==> config.mk <==
export PLATFORM = sky130hd
export DESIGN_NAME = vm_coin_acceptor
export DESIGN_NICKNAME = d
export VERILOG_FILES = /design/src/rtl/vm_pkg.sv /design/src/rtl/vm_coin_debounce.sv /design/src/rtl/vm_coin_acceptor.sv
export SDC_FILE = /design/constraint.sdc
export NUM_CORES = 1
export LEC_CHECK = 0
export BUFFER_PORTS_ARGS = -buffer_cell sky130_fd_sc_hd__buf_4
export CAP_MARGIN = 20
export CORE_UTILIZATION = 49
export DETAILED_ROUTE_END_ITERATION = 10
export PLACE_DENSITY = 0.82
export SLEW_MARGIN = 10
export SYNTH_ARGS = -nofsm -noshare
export SYNTH_HDL_FRONTEND = slang
export SYNTH_SLANG_ARGS = --single-unit
==> constraint.sdc <==
create_clock -name clk -period 2.45 [get_ports clk]
set_input_delay 0 -clock clk [delete_from_list [all_inputs] [get_ports clk]]
set_output_delay 0 -clock clk [all_outputs]
set_load 0.02 [all_outputs]
==> src/rtl/vm_pkg.sv <==
// Shared definitions for the vending-machine money path: coin value codes,
// coin acceptor state encodings and the vending_machine state used to
// derive accept_en.
package vm_pkg;

    // Coin value codes as presented on mon / refund_val.
    localparam logic [2:0] COIN_BAD = 3'd0;
    localparam logic [2:0] COIN_1   = 3'd1;
    localparam logic [2:0] COIN_2   = 3'd2;
    localparam logic [2:0] COIN_5   = 3'd5;

    // Coin acceptor FSM states.
    typedef enum logic [1:0] {
        ACC_IDLE    = 2'd0,
        ACC_PRESENT = 2'd1,
        ACC_GAP     = 2'd2,
        ACC_DRAIN   = 2'd3
    } acc_state_e;

    // vending_machine state number of its user money-accept mode.
    localparam logic [2:0] VM_ST_USER = 3'd1;

    // accept_en as vending_machine derives it from its own state register.
    function automatic logic vm_accept_decode(input logic [2:0] vm_state);
        return vm_state == VM_ST_USER;
    endfunction

    // Map the three per-line detect pulses to a coin value. No detect and
    // more than one simultaneous detect both give COIN_BAD.
    function automatic logic [2:0] coin_classify(input logic [2:0] det);
        logic [2:0] val;
        case (det)
            3'b001:  val = COIN_1;
            3'b010:  val = COIN_2;
            3'b100:  val = COIN_5;
            default: val = COIN_BAD;
        endcase
        return val;
    endfunction

endpackage

==> src/rtl/vm_coin_debounce.sv <==
// Single-line coin sensor debouncer. A one-cycle detect pulse is issued when
// the line has been sampled high DEBOUNCE_CYC times in a row; another pulse
// needs the line to go low first. The line is expected to be synchronous
// to clk already.
module vm_coin_debounce #(
    parameter int DEBOUNCE_CYC = 4
) (
    input  logic clk,
    input  logic res,
    input  logic line_i,
    output logic detect_o
);

    localparam int CW = $clog2(DEBOUNCE_CYC + 1);

    logic [CW-1:0] cnt_q, cnt_d;
    logic          detect_q, detect_d;

    // Saturating high-run counter; the detect is registered so it lines up
    // with the cycle in which the counter holds DEBOUNCE_CYC.
    always_comb begin
        // NOTE: every comb output gets a default first so no path can
        // leave it unassigned and infer a latch.
        cnt_d = cnt_q;
        if (!line_i) begin
            cnt_d = '0;
        end else if (cnt_q != CW'(DEBOUNCE_CYC)) begin
            cnt_d = cnt_q + CW'(1);
        end
        // Only the 'DEBOUNCE_CYC-1 -> DEBOUNCE_CYC' step fires, and the
        // counter cannot revisit that value until the line drops.
        detect_d = line_i && (cnt_q == CW'(DEBOUNCE_CYC - 1));
    end

    // Counter and detect registers.
    always_ff @(posedge clk or posedge res) begin
        // NOTE: state is updated with <= so every register samples the
        // pre-edge values regardless of statement order.
        if (res) begin
            cnt_q    <= '0;
            detect_q <= 1'b0;
        end else begin
            cnt_q    <= cnt_d;
            detect_q <= detect_d;
        end
    end

    assign detect_o = detect_q;

endmodule

==> src/rtl/vm_coin_acceptor.sv <==
// Coin acceptor: debounces three coin sensors, queues recognised coins and
// hands them one by one to vending_machine (mon/add_mon, mon_ack). Coins
// that cannot be credited leave through a single registered refund port.
module vm_coin_acceptor
    import vm_pkg::*;
#(
    parameter int DEBOUNCE_CYC = 4,
    parameter int FIFO_DEPTH   = 4,
    parameter int ACK_TIMEOUT  = 16
) (
    input  logic       clk,
    input  logic       res,
    input  logic [2:0] coin_in,
    input  logic       accept_en,
    input  logic       mon_ack,
    input  logic       cancel,
    output logic [2:0] mon,
    output logic       add_mon,
    output logic       refund,
    output logic [2:0] refund_val,
    output logic       fifo_full,
    output logic [2:0] coin_cnt
);

    localparam int PTR_W = (FIFO_DEPTH > 1) ? $clog2(FIFO_DEPTH) : 1;
    localparam int CNT_W = $clog2(FIFO_DEPTH + 1);
    localparam int TO_W  = $clog2(ACK_TIMEOUT + 1);

    // Sensor front end.
    logic [2:0] det;
    logic [2:0] coin_val;
    logic       coin_valid;
    logic       coin_bad;

    // FSM, queue and refund state.
    acc_state_e       state_q, state_d;
    logic [2:0]       fifo_mem_q [FIFO_DEPTH];
    logic [PTR_W-1:0] wr_ptr_q, wr_ptr_d;
    logic [PTR_W-1:0] rd_ptr_q, rd_ptr_d;
    logic [CNT_W-1:0] cnt_q, cnt_d;
    logic [TO_W-1:0]  to_cnt_q, to_cnt_d;
    logic             pend_vld_q, pend_vld_d;
    logic [2:0]       pend_val_q, pend_val_d;
    logic             refund_q, refund_d;
    logic [2:0]       refund_val_q, refund_val_d;

    // Control derived each cycle.
    logic       fifo_empty;
    logic       full;
    logic [2:0] head;
    logic       timeout_hit;
    logic       pop;
    logic       push;
    logic       hi_ref;
    logic       new_rej;

    for (genvar g = 0; g < 3; g++) begin : g_deb
        vm_coin_debounce #(
            .DEBOUNCE_CYC(DEBOUNCE_CYC)
        ) u_deb (
            .clk      (clk),
            .res      (res),
            .line_i   (coin_in[g]),
            .detect_o (det[g])
        );
    end

    assign coin_val    = coin_classify(det);
    assign coin_valid  = (coin_val != COIN_BAD);
    assign coin_bad    = (det != 3'b000) && !coin_valid;

    assign fifo_empty  = (cnt_q == '0);
    assign full        = (cnt_q == CNT_W'(FIFO_DEPTH));
    assign head        = fifo_mem_q[rd_ptr_q];
    assign timeout_hit = (state_q == ACC_PRESENT) &&
                         (to_cnt_q == TO_W'(ACK_TIMEOUT - 1));

    // FSM next state. In PRESENT an ack always wins; cancel and a dropped
    // accept_en both withdraw the request, leaving the coin queued.
    always_comb begin
        state_d = state_q;
        case (state_q)
            ACC_IDLE: begin
                if (cancel) begin
                    state_d = ACC_DRAIN;
                end else if (!fifo_empty && accept_en) begin
                    state_d = ACC_PRESENT;
                end
            end
            ACC_PRESENT: begin
                if (mon_ack) begin
                    state_d = ACC_GAP;
                end else if (cancel) begin
                    state_d = ACC_DRAIN;
                end else if (!accept_en) begin
                    state_d = ACC_IDLE;
                end else if (timeout_hit) begin
                    state_d = ACC_GAP;
                end
            end
            ACC_GAP: begin
                state_d = ACC_IDLE;
            end
            ACC_DRAIN: begin
                if (fifo_empty) begin
                    state_d = ACC_IDLE;
                end
            end
            default: begin
                state_d = ACC_IDLE;
            end
        endcase
    end

    // FSM outputs: the request towards vending_machine, queue pops and the
    // high-priority refunds (timeout in PRESENT, one per cycle in DRAIN).
    always_comb begin
        add_mon = (state_q == ACC_PRESENT);
        mon     = add_mon ? head : COIN_BAD;
        pop     = 1'b0;
        hi_ref  = 1'b0;
        case (state_q)
            ACC_PRESENT: begin
                if (mon_ack) begin
                    pop = 1'b1;
                end else if (!cancel && accept_en && timeout_hit) begin
                    pop    = 1'b1;
                    hi_ref = 1'b1;
                end
            end
            ACC_DRAIN: begin
                if (!fifo_empty) begin
                    pop    = 1'b1;
                    hi_ref = 1'b1;
                end
            end
            default: begin
            end
        endcase
    end

    // Enqueue and refund arbitration. The port carries at most one coin per
    // cycle: timeout/drain first, then the pending coin, then a fresh
    // reject. A reject that finds both port and pending slot busy is queued
    // if there is room, otherwise it is lost.
    always_comb begin
        new_rej      = coin_bad || (coin_valid && (full || state_q == ACC_DRAIN));
        push         = coin_valid && !full && (state_q != ACC_DRAIN);
        refund_d     = 1'b0;
        refund_val_d = COIN_BAD;
        pend_vld_d   = pend_vld_q;
        pend_val_d   = pend_val_q;
        if (hi_ref) begin
            refund_d     = 1'b1;
            refund_val_d = head;
            if (new_rej) begin
                if (!pend_vld_q) begin
                    pend_vld_d = 1'b1;
                    pend_val_d = coin_val;
                end else if (coin_valid && !full) begin
                    push = 1'b1;
                end
            end
        end else if (pend_vld_q) begin
            refund_d     = 1'b1;
            refund_val_d = pend_val_q;
            // The slot frees this cycle, so a fresh reject can take it.
            pend_vld_d   = new_rej;
            pend_val_d   = new_rej ? coin_val : pend_val_q;
        end else if (new_rej) begin
            refund_d     = 1'b1;
            refund_val_d = coin_val;
        end
    end

    // Queue pointers, occupancy and the ack timeout counter.
    always_comb begin
        wr_ptr_d = push ? wr_ptr_q + PTR_W'(1) : wr_ptr_q;
        rd_ptr_d = pop  ? rd_ptr_q + PTR_W'(1) : rd_ptr_q;
        cnt_d    = cnt_q;
        if (push && !pop) begin
            cnt_d = cnt_q + CNT_W'(1);
        end else if (pop && !push) begin
            cnt_d = cnt_q - CNT_W'(1);
        end
        // Runs only while presenting; any other state rearms it at zero.
        to_cnt_d = (state_q == ACC_PRESENT) ? to_cnt_q + TO_W'(1) : '0;
    end

    // Control state registers.
    always_ff @(posedge clk or posedge res) begin
        if (res) begin
            state_q      <= ACC_IDLE;
            wr_ptr_q     <= '0;
            rd_ptr_q     <= '0;
            cnt_q        <= '0;
            to_cnt_q     <= '0;
            pend_vld_q   <= 1'b0;
            pend_val_q   <= COIN_BAD;
            refund_q     <= 1'b0;
            refund_val_q <= COIN_BAD;
        end else begin
            state_q      <= state_d;
            wr_ptr_q     <= wr_ptr_d;
            rd_ptr_q     <= rd_ptr_d;
            cnt_q        <= cnt_d;
            to_cnt_q     <= to_cnt_d;
            pend_vld_q   <= pend_vld_d;
            pend_val_q   <= pend_val_d;
            refund_q     <= refund_d;
            refund_val_q <= refund_val_d;
        end
    end

    // Queue storage.
    always_ff @(posedge clk) begin
        // NOTE: storage is not reset; an entry is only read after it has
        // been written, because occupancy and pointers are reset.
        if (push) begin
            fifo_mem_q[wr_ptr_q] <= coin_val;
        end
    end

    assign refund     = refund_q;
    assign refund_val = refund_val_q;
    assign fifo_full  = full;
    assign coin_cnt   = 3'(cnt_q);

endmodule

# ---- Word-level counts from Yosys, hierarchy flattened
# Memories as Yosys holds them, arrays and structs flattened.
# Index checks and enable logic that the tools add are counted.
dict set report word_totals {
  ff_bits 34
  ramBits 12
  in_bits 8
  output_inout_bits 12
  elab_cells 121
  memories 1
}
# memory words word_bits read_ports rd_clocked_by_memory_dff wr line
set memory_table {}
lappend memory_table {fifo_mem_q 4 3 1 0 1 vm_coin_acceptor.sv:37} ;# logic [2:0] fifo_mem_q [FIFO_DEPTH];
dict set report op_classes {
  add_sub_neg 8
  n_eq_ne 23
  n_mux 45
  reduce_logical 29
}
# operator count
set ops {}
lappend ops {{2-to-1 mux 3 bit} 17}
lappend ops {{2-to-1 mux 1 bit} 16}
lappend ops {{2-to-1 mux 2 bit} 7}
lappend ops {{logical AND 1 bit} 13}
lappend ops {{adder 3 x 1 -> 3 bit (second input constant)} 4}
lappend ops {{equality test 3 x 2 -> 1 bit (second input constant)} 4}
lappend ops {{!= test 3 bit (second input constant)} 4}
lappend ops {{case mux 3 bit (3 select lines)} 1}
lappend ops {{!= test 2 x 1 -> 1 bit (second input constant)} 4}
lappend ops {{case mux 2 bit (4 select lines)} 1}
lappend ops {{equality test 3 bit (second input constant)} 2}
lappend ops {{zero test 1 bit} 6}
lappend ops {{!= test 2 bit (second input constant)} 3}
lappend ops {{AND reduction 3 bit} 2}
lappend ops {{nonzero test 3 bit} 2}
lappend ops {{adder 5 x 1 -> 5 bit (second input constant)} 1}
lappend ops {{equality test 5 x 4 -> 1 bit (second input constant)} 1}
lappend ops {{2-to-1 mux 5 bit} 1}
lappend ops {{!= test 5 x 4 -> 1 bit (second input constant)} 1}
lappend ops {{adder 2 x 1 -> 2 bit (second input constant)} 2}
lappend ops {{equality test 2 bit (second input constant)} 2}
lappend ops {{case mux 1 bit (2 select lines)} 2}
lappend ops {{nonzero test 2 bit} 2}
lappend ops {{equality test 3 x 1 -> 1 bit (second input constant)} 1}
lappend ops {{5 further kinds} 6}

# ---- Longest topological paths before layout
dict set report depth {
  word_depth 13
  depth_mapped 13
  depth_no_buf 13
}

# ---- Hierarchy
# A second synthesis with hierarchy kept.
dict set report unflattened {
  hier_cells 199
  area_unflattened_um2 2368.5
}
# mod n_inst cells_per_inst area_per_inst_um2 seq_area_each_um2
set by_module_without_submodules {}
lappend by_module_without_submodules {vm_coin_acceptor 1 136 1711.6 910.9}
lappend by_module_without_submodules {vm_coin_debounce 3 21 219.0 100.1}

# ---- Worst setup path before layout
# OpenSTA, ideal clock, no wires.
dict set report synth_path {
  kind {register to register}
  start {register to_cnt_q[0]}
  end {register cnt_q[2] (netlist: coin_cnt[2])}
  setup_ns 0.080
  arrival_time_ns 2.381
  required_ns 2.370
  path_slack_ns -0.011
  path_stages_with_launch 14
  path_buffers 0
  period_less_slack_ns 2.461
  path_cell_list {dfrtp_1 -> ha_1 -> and3_1 -> ha_1 -> nand3b_1 -> nor2b_1 -> o21ai_1 -> inv_1 -> ha_1 -> inv_1 -> fa_1 -> xor2_1 -> nor2_1 -> xor2_1}
}
dict set report synth_between {
  elab_chain_len 10
  elab_cells_between_ends 15
  classes_between {1 x eq/ne; 7 x mux; 7 x reduce/logical}
}
# item line
set synth_rtl {}
lappend synth_rtl {{start, declared} vm_coin_acceptor.sv:41} ;# logic [TO_W-1:0] to_cnt_q, to_cnt_d;
lappend synth_rtl {{start signal, assigned} vm_coin_acceptor.sv:207} ;# to_cnt_q <= to_cnt_d;
lappend synth_rtl {{equality test 5 x 4 -> 1 bit (*)} vm_coin_acceptor.sv:76} ;# (to_cnt_q == TO_W'(ACK_TIMEOUT - 1));
lappend synth_rtl {{logical AND 1 bit (*)} vm_coin_acceptor.sv:75} ;# assign timeout_hit = (state_q == ACC_PRESENT) &&
lappend synth_rtl {{logical AND 1 bit (*)} vm_coin_acceptor.sv:126} ;# end else if (!cancel && accept_en && timeout_hit) begin
lappend synth_rtl {{2-to-1 mux 1 bit (*)} vm_coin_acceptor.sv:126}
lappend synth_rtl {{2-to-1 mux 1 bit} vm_coin_acceptor.sv:124} ;# if (mon_ack) begin
lappend synth_rtl {{case mux 1 bit (2 select lines)} vm_coin_acceptor.sv:122} ;# case (state_q)
lappend synth_rtl {{2-to-1 mux 1 bit} vm_coin_acceptor.sv:153} ;# if (hi_ref) begin
lappend synth_rtl {{zero test 1 bit} vm_coin_acceptor.sv:183} ;# end else if (pop && !push) begin
lappend synth_rtl {{logical AND 1 bit} vm_coin_acceptor.sv:183}
lappend synth_rtl {{nonzero test 2 bit (no line)} -}
lappend synth_rtl {{end signal, assigned} vm_coin_acceptor.sv:206} ;# cnt_q <= cnt_d;
lappend synth_rtl {{end, declared} vm_coin_acceptor.sv:40} ;# logic [CNT_W-1:0] cnt_q, cnt_d;
# Every way passes the cells marked *; elsewhere a longest branch is shown, timed or not.
# A chain may end at the register's enable or synchronous reset.

# ---- Worst setup path after layout
# Same ends and word-level chain as after synthesis.

==> impl_results.rst <==
.. list-table::
   :header-rows: 1

   * - Metric
     - Value
   * - Outcome
     - complete, no violations
   * - Total count of max-transition violations in the final report
     - 0
   * - Largest cells by area after synthesis
     - sky130_fd_sc_hd__dfrtp_1 (37%), sky130_fd_sc_hd__edfxtp_1 (16%), sky130_fd_sc_hd__ha_1 (8.7%)
   * - Slew at the pin closest to its max-slew limit
     - 643.4 ps
   * - Clock tree from TritonCTS
     - built
   * - Number of nets with antenna violations after detailed routing
     - 0
   * - Height of the die
     - ~70 um
   * - Number of enable flip-flop cells after synthesis
     - 12
   * - Core ar.
     - ~4400 um^2
   * - Adder and majority cell fraction of the synthesized area
     - around a tenth
   * - Detailed-router iteration count before antenna repair
     - 4
   * - Hold WC Path Type
     - in -> reg
   * - Final Wtd Congestion
     - a little under 0.8
   * - Commonest cells after routing, fill and taps aside
     - sky130_fd_sc_hd__dfrtp_1 (34), sky130_fd_sc_hd__buf_4 (32), sky130_fd_sc_hd__inv_1 (19)
   * - Deepest clock path buffer count
     - 2
   * - DRC violation total after the first TritonRoute iteration
     - 75
   * - Worst voltage drop across the vdd grid
     - approximately 0.54 mV
   * - Synthesis-stage register bit count
     - between 40 and 50
   * - Area added between synthesis and finish
     - 21.60%
   * - Leading cell type in the layout, fill and taps excluded
     - sky130_fd_sc_hd__dfrtp_1
   * - Starting utilization of the core area
     - 51.84%
   * - Commonest register cell after synthesis
     - sky130_fd_sc_hd__dfrtp_1
   * - Core Rows
     - 24
   * - Proportion of synthesized flip-flops having asynchronous set or reset
     - 73.91%
   * - Smallest hold slack
     - approximately 130 ps
   * - Area taken by flip-flops and latches
     - 1211 um^2
   * - Simple-gate share of the synthesized area
     - between 10 and 15%
   * - Die X-Extent
     - approximately 70 um
   * - Worst setup timing slack at the placement stage
     - -64.28 ps
   * - Post-route clock skew
     - between 7 and 8 ps
   * - Wire length of the first global-routing pass
     - approximately 6300 um
   * - Post-synth net total
     - between 200 and 250
   * - Routed length on met2
     - 1926 um
   * - Via count of the first global-routing pass
     - 1415
   * - Cell taking the most area after synthesis
     - sky130_fd_sc_hd__dfrtp_1
   * - Final wirelength
     - between 3000 and 4000 um
   * - Data required time of the worst path
     - between 2000 and 3000 ps
   * - Count of distinct cell types in the synthesized netlist
     - 41
   * - Period utilization
     - between 90% and 100%
   * - Post-route setup slack
     - between 30 and 40 ps
   * - CTS clk-pin slew, worst paths
     - 90 ps
   * - Main combinational cell family by area after synthesis
     - simple AND/OR/NAND/NOR gates
   * - Wl on met1
     - 1672 um
   * - Final cell utilization of the core
     - around 63%
   * - Cts bufs inserted
     - 5
   * - Type of the worst setup path
     - reg -> reg
   * - Highest metal used
     - met4
   * - P_leak
     - 1.283 nW
   * - Unrepaired setup endpoints after global routing
     - yes
   * - Full die area
     - 4948 um^2
   * - Post-DP HPWL
     - around 2600 um
   * - Number of DRC violations after detailed routing
     - 0
   * - Setup tns final
     - 0 ps
   * - Via-to-Cell Ratio
     - roughly 5
   * - Ratio of cells with drive above 1 in the final layout
     - around 27%
   * - Placed insts
     - 266
   * - Critical path launch point type
     - register
   * - Antenna diode instance count
     - 0
   * - Warnings from Yosys
     - 0
   * - GRT Util Overall
     - roughly 17%
   * - Synthesized-area fraction occupied by xor and xnor cells
     - about 5.3%
   * - Number of max-cap violations
     - 0
   * - Routed len/inst
     - between 10 and 15 um
   * - DR vias
     - about 1500
   * - Sinks on the clock net
     - between 40 and 50
   * - Root Buffer
     - sky130_fd_sc_hd__clkbuf_8
   * - Total Nets Final
     - roughly 260
   * - Power density relative to cell area
     - approximately 1000 nW/um^2
   * - Post-synth top area share
     - between 30% and 40%
   * - Number of endpoints with negative hold slack in the final report
     - 0
   * - Fmax
     - between 400 and 500 MHz
   * - WL met3
     - 123 um
   * - Fill cells
     - 343
   * - Residual overflow from global routing
     - 0
   * - Top Ports
     - 20
   * - Sequential element share of the synthesized area
     - approximately 53%
   * - Proportion of synthesized area in mux cells
     - 5.413%
   * - Antenna violations before repair
     - 0
   * - Complex-gate fraction of the synthesized area
     - under 10%
   * - IO Port Bufs
     - 19
   * - Maximum number of pins on one net before global-route repair
     - 35
   * - Slew HR
     - approximately 57%
   * - Count of endpoints failing setup in the final report
     - 0
   * - Cell count after synthesis
     - 190
   * - Nature of the critical path endpoint
     - register
   * - Max Fanout on Critical Path
     - 2
   * - Period minus WS final
     - approximately 2400 ps
   * - Multi-input logic area
     - 1018 um^2
   * - H-tree depth
     - 2
   * - Final cell count without fillers
     - between 200 and 300
   * - Crit path DAT
     - roughly 2600 ps
   * - Syn Area/Cell
     - 12.04 um^2
   * - Post-synthesis instance area
     - approximately 2300 um^2
   * - Skew-Pair Late Insertion Delay
     - 300 ps
[logic make-up (layout without fill, tap and decap cells)]
group,after synthesis,in the layout
buf+inv,23,68
simple gates,58,58
compound gates,25,25
fa+ha+maj,18,18
mux,7,7
flops,46,46
xor+xnor,13,13
[report_power, final]
group	internal (mW)	switching, mW
logic	0.600	0.631
clock network	0.200	0.256
registers	0.996	0.188
total	1.80	1.08
[per-stage QoR]
step,area (um^2),power [mW]
final,2783,2.872
after global routing,2783,3.096
after CTS,2725,2.859
after detailed placement,2547,2.374
after global placement,2547,2.319
after floorplan,2300,2.012
[worst paths after layout]
| check | startpoint | end | slack [ps] | cells after the start |
|---|---|---|---|---|
| min reg2reg | pend_val_q[2] | pend_val_q[2] | 520 | 1 |
| max in group asynchronous | res | coin_cnt[2] | 1770 | 4 |
| min | mon_ack | state_q[1] | 130 | 3 |
| min in group asynchronous | res | g_deb[2].u_deb.cnt_q[1] | 370 | 4 |
| max reg2reg | to_cnt_q[0] | coin_cnt[2] | 40 | 13 |
| max | to_cnt_q[0] | coin_cnt[2] | 40 | 13 |
[Yosys cell counts (4+ instances only)]
cell / count
sky130_fd_sc_hd__nand2_1: 15
sky130_fd_sc_hd__a21boi_0: 6
sky130_fd_sc_hd__xnor2_1: 7
sky130_fd_sc_hd__inv_1: 20
sky130_fd_sc_hd__a21oi_1: 4
sky130_fd_sc_hd__and2_1: 15
sky130_fd_sc_hd__xor2_1: 5
sky130_fd_sc_hd__o21ai_1: 4
sky130_fd_sc_hd__dfrtp_1: 34
sky130_fd_sc_hd__ha_1: 16
sky130_fd_sc_hd__edfxtp_1: 12
sky130_fd_sc_hd__o21ai_0: 4
sky130_fd_sc_hd__nand3_1: 4
sky130_fd_sc_hd__nor2_1: 8
[routing by layer]
metal  global-route usage (%)  vias up
li1                         -      727
met1                    20.65      701
met2                    28.25       22
met3                    3.896        5
met4                    6.667        0
met5                        0        -
[critical path, stage by stage, from the launching register on]
cell	delay [ps]
sky130_fd_sc_hd__dfrtp_1	400
sky130_fd_sc_hd__ha_2	180
sky130_fd_sc_hd__and3_4	180
sky130_fd_sc_hd__ha_4	160
sky130_fd_sc_hd__nand3b_1	100
sky130_fd_sc_hd__nor2b_4	150
sky130_fd_sc_hd__o21ai_2	60
sky130_fd_sc_hd__inv_1	70
sky130_fd_sc_hd__ha_2	190
sky130_fd_sc_hd__inv_2	40
sky130_fd_sc_hd__fa_2	340
sky130_fd_sc_hd__xor2_1	150
sky130_fd_sc_hd__nor2_1	150
sky130_fd_sc_hd__xor2_1	150
[state kept, by name (all words and copies together) (netlist names)]
signal	count
fifo_mem_q	12
g_deb.u_deb.cnt_q	9
to_cnt_q	5
coin_cnt	3
g_deb.u_deb.detect_o	3
pend_val_q	3
refund_val	3
rd_ptr_q	2
state_q	2
wr_ptr_q	2
pend_vld_q	1
refund	1
[cell type report]
class	instances	area share (%)
clock inverters	3	0.7644
well taps	52	2.338
multi-input cells	121	36.60
clock buffers	5	2.473
inverters	20	2.698
flip-flops and latches	46	43.53
repair buffers	40	11.60
[repair_timing]
action	in CTS	in global routing
buffers inserted	3	5
pin swaps	2	8
hold buffers	6	0
setup endpoints to repair	1	5
endpoints found under the hold margin	47	0
resized for setup	2	6
No activity file was read; power rests on OpenSTA's default activity.
